==> config.mk <==
export PLATFORM = sky130hd
export DESIGN_NAME = branch_ctrl
export DESIGN_NICKNAME = d
export VERILOG_FILES = /design/src/rtl/branch_ctrl.sv
export SDC_FILE = /design/constraint.sdc
export NUM_CORES = 1
export LEC_CHECK = 0
export CAP_MARGIN = 0
export CORE_MARGIN = 2
export CORE_UTILIZATION = 46
export CTS_CLUSTER_DIAMETER = 40
export CTS_CLUSTER_SIZE = 16
export DETAILED_ROUTE_END_ITERATION = 8
export PLACE_DENSITY_LB_ADDON = 0.25
export SYNTH_ARGS = -nofsm -noshare
export SYNTH_HDL_FRONTEND = slang
export SYNTH_SLANG_ARGS = --single-unit
==> constraint.sdc <==
create_clock -name i_clk -period 3.77 [get_ports i_clk]
set_input_delay 0.754 -clock i_clk [delete_from_list [all_inputs] [get_ports i_clk]]
set_output_delay 0.754 -clock i_clk [all_outputs]
set_load 0.005 [all_outputs]
==> src/rtl/branch_ctrl.sv <==
// Branch/jump resolution sequencer: drives the branch unit for one cycle, then redirects
// fetch and flushes younger stages on a taken branch. Optional BRC_BTFN_PRED_EN adds prediction.
module branch_ctrl #(
    parameter int unsigned XLEN         = 32,
    parameter int unsigned BU_OP_W      = 3,
    parameter int unsigned FLUSH_CYCLES = 2,
    parameter int unsigned ILEN_BYTES   = 4
) (
    input  logic               i_clk,
    input  logic               i_rst,
    input  logic               i_req_valid,
    output logic               o_req_ready,
    input  logic [XLEN-1:0]    i_req_pc,
    input  logic [XLEN-1:0]    i_req_imm,
    input  logic [XLEN-1:0]    i_req_rs1,
    input  logic [XLEN-1:0]    i_req_rs2,
    input  logic [BU_OP_W-1:0] i_req_op,
    input  logic               i_req_jalr,
`ifdef BRC_BTFN_PRED_EN
    input  logic               i_req_pred_taken,
`endif
    output logic               o_bu_be,
    output logic [XLEN-1:0]    o_bu_a,
    output logic [XLEN-1:0]    o_bu_b,
    output logic [BU_OP_W-1:0] o_bu_op,
    input  logic               i_bu_take,
    output logic               o_redirect_valid,
    output logic [XLEN-1:0]    o_redirect_pc,
    input  logic               i_redirect_ready,
    output logic               o_flush,
    output logic               o_done,
    output logic [XLEN-1:0]    o_link_pc,
    output logic               o_misalign
);

    typedef enum logic [1:0] {StIdle, StResolve, StRedirect, StFlush} state_t;

    localparam logic [XLEN-1:0] ILEN_INC = XLEN'(ILEN_BYTES);
    localparam logic [3:0] CNT_INIT = (FLUSH_CYCLES == 0) ? 4'd0 : 4'(FLUSH_CYCLES - 1);

    state_t             state_q;
    logic [XLEN-1:0]    pc_q;
    logic [XLEN-1:0]    imm_q;
    logic [XLEN-1:0]    rs1_q;
    logic [XLEN-1:0]    rs2_q;
    logic [BU_OP_W-1:0] op_q;
    logic               jalr_q;
    logic [XLEN-1:0]    link_q;
    logic [XLEN-1:0]    redirect_pc_q;
    logic [3:0]         cnt_q;
    logic               pred;

    logic [XLEN-1:0]    base;
    logic [XLEN-1:0]    sum;
    logic [XLEN-1:0]    target;
    logic [XLEN-1:0]    fall_pc;
    logic [XLEN-1:0]    redir_target;
    logic               resolve;
    logic               res_misalign;
    logic               res_redir;
    logic               res_done;
    logic               handshake;

`ifdef BRC_BTFN_PRED_EN
    logic pred_q;
    assign pred = pred_q;
`else
    assign pred = 1'b0;
`endif

    always_comb begin
        base         = jalr_q ? rs1_q : pc_q;
        sum          = base + imm_q;
        target       = sum & ~{{(XLEN-1){1'b0}}, jalr_q};
        fall_pc      = pc_q + ILEN_INC;
        redir_target = i_bu_take ? target : fall_pc;

        // Pulses are suppressed while reset is asserted so an aborted request never retires.
        resolve      = (state_q == StResolve) && !i_rst;
        res_misalign = resolve && i_bu_take && (target[1:0] != 2'b00);
        res_redir    = resolve && !res_misalign && (i_bu_take != pred);
        res_done     = resolve && !res_redir;
        handshake    = (state_q == StRedirect) && i_redirect_ready && !i_rst;
    end

    always_ff @(posedge i_clk) begin
        if (i_rst) begin
            state_q       <= StIdle;
            pc_q          <= '0;
            imm_q         <= '0;
            rs1_q         <= '0;
            rs2_q         <= '0;
            op_q          <= '0;
            jalr_q        <= 1'b0;
            link_q        <= '0;
            redirect_pc_q <= '0;
            cnt_q         <= '0;
`ifdef BRC_BTFN_PRED_EN
            pred_q        <= 1'b0;
`endif
        end else begin
            case (state_q)
                StIdle: begin
                    if (i_req_valid) begin
                        pc_q    <= i_req_pc;
                        imm_q   <= i_req_imm;
                        rs1_q   <= i_req_rs1;
                        rs2_q   <= i_req_rs2;
                        op_q    <= i_req_op;
                        jalr_q  <= i_req_jalr;
                        link_q  <= i_req_pc + ILEN_INC;
`ifdef BRC_BTFN_PRED_EN
                        pred_q  <= i_req_pred_taken;
`endif
                        state_q <= StResolve;
                    end
                end
                StResolve: begin
                    if (res_redir) begin
                        redirect_pc_q <= redir_target;
                        state_q       <= StRedirect;
                    end else begin
                        state_q <= StIdle;
                    end
                end
                StRedirect: begin
                    if (i_redirect_ready) begin
                        if (FLUSH_CYCLES == 0) begin
                            state_q <= StIdle;
                        end else begin
                            cnt_q   <= CNT_INIT;
                            state_q <= StFlush;
                        end
                    end
                end
                StFlush: begin
                    if (cnt_q == 4'd0) begin
                        state_q <= StIdle;
                    end else begin
                        cnt_q <= cnt_q - 4'd1;
                    end
                end
                default: state_q <= StIdle;
            endcase
        end
    end

    always_comb begin
        o_req_ready      = (state_q == StIdle);
        o_bu_be          = (state_q == StResolve);
        o_bu_a           = rs1_q;
        o_bu_b           = rs2_q;
        o_bu_op          = op_q;
        o_redirect_valid = (state_q == StRedirect);
        o_redirect_pc    = redirect_pc_q;
        o_flush          = (state_q == StRedirect) || (state_q == StFlush);
        o_done           = res_done || handshake;
        o_link_pc        = link_q;
        o_misalign       = res_misalign;
    end

endmodule

==> impl_metrics.env <==
export IMPL_outcome="completed"
export IMPL_drtIter0Drc=637
export IMPL_critPathLaunchType="flop"
export IMPL_syn_cell_area_mm2=0.009518
export IMPL_worstSetupPathType="reg -> out"
export IMPL_cp_data_arrival_time_ps=2800
export IMPL_wl_met3_mm=1.692
export IMPL_gr_total_overflow=0
export IMPL_reg2reg_from="jalr_q"
export IMPL_cts_tree="yes"
export IMPL_root_buffer="clkbuf_16"
export IMPL_cp_required_ps=3020
export IMPL_drv_slew=0
export IMPL_grt_usage=0.2566
export IMPL_top_layer="met4"
export IMPL_mostFrequentLayoutCell="nand2_1"
export IMPL_synth_largest_area_cell="dfxtp_1"
export IMPL_post_drt_wl_per_cell_um=16.60
export IMPL_avgSynthCellArea_um2=7.925
export IMPL_path_buf_inv=1
export IMPL_clkSinkCount=200
export IMPL_ys_warn_count=0
export IMPL_worst_pin_slew_ps=942.2
export IMPL_port_buffers=273
export IMPL_core_area_mm2=0.02030
export IMPL_worstSetupStartpoint="jalr_q"
export IMPL_wl_met1_mm=13.53
export IMPL_wl_met2_mm=12.77
export IMPL_first_global_vias=8598
export IMPL_setup_worst_path_end_class="primary output"
export IMPL_yosys_area_top_type_share=0.4207
export IMPL_htree_levels=4
export IMPL_die_w_um=147.8
export IMPL_path_delay_family="adder cells"
export IMPL_fin_area_mm2=0.01300
export IMPL_maxSlewHeadroom=0.3695
export IMPL_fmax_mhz=281.0
export IMPL_antenna_found_initial=0
export IMPL_ios=274
export IMPL_powerDensity_mw_per_mm2=397.0
export IMPL_holdBufCountCts=0
export IMPL_start_util=0.4689
export IMPL_postSynth_asyncResetShare=0
export IMPL_clkTransAtPathRegs_ps=80
export IMPL_place_area_mm2=0.01240
export IMPL_synth_edf_count=0
export IMPL_antenna_left=0
export IMPL_mostFrequentLayoutCells="nand2_1 (312), clkdlybuf4s50_1 (272), dfxtp_1 (200)"
export IMPL_crit_end="o_done"
export IMPL_hold_slack_ps=451.7
export IMPL_grt_pass1_wl_mm=45.33
export IMPL_routed_via_density=5.303
export IMPL_seq_area_frac_synth=0.4207
export IMPL_fin_tns_setup_ps=0
export IMPL_reg2reg_slack_ps=510
export IMPL_cp_num_cells=8
export IMPL_die_h_um=147.8
export IMPL_syn_inst=1201
export IMPL_clockBufferDepth=2
export IMPL_syn_to_final_growth_pct=36.59
export IMPL_slowest_delay_ps=450
export IMPL_hold_class="reg -> reg"
export IMPL_finalPower_uw=5161
export IMPL_syn_num_nets=1373
export IMPL_drc=0
export IMPL_clock_skew_final_ps=10.00
export IMPL_synthDistinctLibCells=64
export IMPL_hold_viol_final=0
export IMPL_crit_fanout=4
export IMPL_finalNetCount=1599
export IMPL_worstPathCellList="mux2_2 > ha_1 > fa_1 > a21oi_2 > nand2_1 > a21oi_1 > nor2_1 > clkdlybuf4s50_1"
export IMPL_min_from="pc_q[17]"
export IMPL_dieArea_mm2=0.02186
export IMPL_vdd_ir_drop_max_v=0.0003135
export IMPL_dpl_hpwl_mm=20.67
export IMPL_dr_pass1_iters=5
export IMPL_gp_congestion=0.9037
export IMPL_setup_viol=0
export IMPL_synth_flop_cell="dfxtp_1"
export IMPL_wl_mm=28.39
export IMPL_insertion_delay_ps=440
export IMPL_ys_ff_latch=200
export IMPL_critPathSlowestCell="fa_1"
export IMPL_drive_gt1_frac=0.06944
export IMPL_r2r_end="o_redirect_pc[30]"
export IMPL_fin_crit_sh=0.9439
export IMPL_fin_crit_ps=3558
export IMPL_fp_row_count=52
export IMPL_cap_violations=0
export IMPL_final_fill_count=1812
export IMPL_ys_top_cells_by_area="dfxtp_1 (42%), nand2_1 (12%), a21oi_1 (10%), ha_1 (4.5%), mux2_2 (3.7%)"
export IMPL_vias=9068
export IMPL_grt_max_degree=72
export IMPL_power_leakage_uw=0.004854
export IMPL_cts_buffers_inserted=17
export IMPL_antenna_cells=0
export IMPL_r2r_cells=10
==> worst register-to-register path: cells and delay by family, from the launching register on <==
kind / cells / cell delay, ps
AOI/OAI and AO/OA: 7 / 1620
buffers and inverters: 1 / 410
muxes: 1 / 410
DFF: 1 / 370
adders and majority gates: 1 / 330
==> how the worst min path moves through the flow <==
stage,to,slack [ps],cells past startpoint
after floorplan,pc_q[10],430,2
after global placement,o_redirect_pc[18],440,2
after detailed placement,pc_q[17],450,2
after CTS,pc_q[17],460,2
after global routing,o_bu_b[13],470,2
final,pc_q[17],450,2
==> flip-flops by register name (all words and copies together) (netlist names), named ones only <==
signal	flops
cnt_q	4
imm_q	32
jalr_q	1
o_bu_a	32
o_bu_b	32
o_bu_op	3
o_link_pc	30
o_redirect_pc	32
pc_q	32
state_q	1
==> power by group <==
group | leakage, uW | internal (uW) | switching (uW)
combinational | 0.00293 | 490 | 504
sequential | 0.00164 | 2250 | 88.0
clock | 0.000283 | 906 | 926
total | 0.00485 | 3640 | 1520
==> final cells by class <==
class                      count  area, um2  share of cell area
clock buffer                  18      439.2             0.03378
clock inverter                14      155.1             0.01193
inverter                      15      56.30            0.004331
multi-input combinational    907       5155              0.3965
sequential                   200       4004              0.3080
tap                          270      337.8             0.02599
timing repair buffer         286       2853              0.2194
==> per-layer routing <==
| layer | track usage | vias to the layer above |
|---|---|---|
| li1 | - | 4581 |
| met1 | 0.3613 | 4196 |
| met2 | 0.3986 | 264 |
| met3 | 0.06204 | 27 |
| met4 | 0.06095 | 0 |
| met5 | 0 | - |
==> cells by family (layout without fill, tap and decap cells) <==
family / after synthesis / count (layout) / synth area share
AO/OA/AOI/OAI: 322 / 322 / 0.1977
buffers and inverters: 94 / 333 / 0.03917
XOR/XNOR: 53 / 53 / 0.04877
AND/OR/NAND/NOR: 463 / 463 / 0.2070
multiplexers: 34 / 34 / 0.03983
flip-flops: 200 / 200 / 0.4207
adder cells (fa/ha/maj): 35 / 35 / 0.04680
==> metrics by stage <==
step | utilization | std cells | setup slack (ps)
floorplan | - | 1201 | 586.2
global placement | 0.6109 | 1678 | 585.2
detailed placement | 0.6109 | 1678 | 492.6
CTS | 0.6402 | 1710 | 78.35
global route | 0.6404 | 1710 | -1.518
finish | 0.6404 | 1710 | 211.7
==> synth_stat cells, types with 2 or more instances <==
master     count
mux2i_1        3
o31ai_1        2
o21a_1         7
o2111ai_1      2
nor4_1         3
or2_2          2
a211oi_1      15
a21o_1         6
nor3_1        14
clkbuf_1      62
nor2_1        51
a211o_1        2
buf_2         10
o211ai_1       4
nand3_1       27
xor2_1        36
and4_1         2
xnor2_1       17
a31oi_1        9
and3_1         9
buf_4          2
o21ai_0       51
a221oi_1       2
a31oi_4        2
nor2b_1        3
buf_1          5
o21bai_1       4
a211oi_2       2
nand2b_1       2
a22oi_1        2
dfxtp_1      200
a21oi_1      192
a31o_2         2
inv_1         15
nand4_1       15
ha_1          34
o21ai_1        6
or3_1          2
nand2_1      313
and4_4         2
mux2_2        31
and2_1         9
==> repair_timing <==
action,4_1_cts,5_1_grt
resized for setup,0,1
endpoints found under the setup margin,0,1
endpoints found under the hold margin,0,0
setup buffers,0,0
No activity file was read; power rests on OpenSTA's default activity.
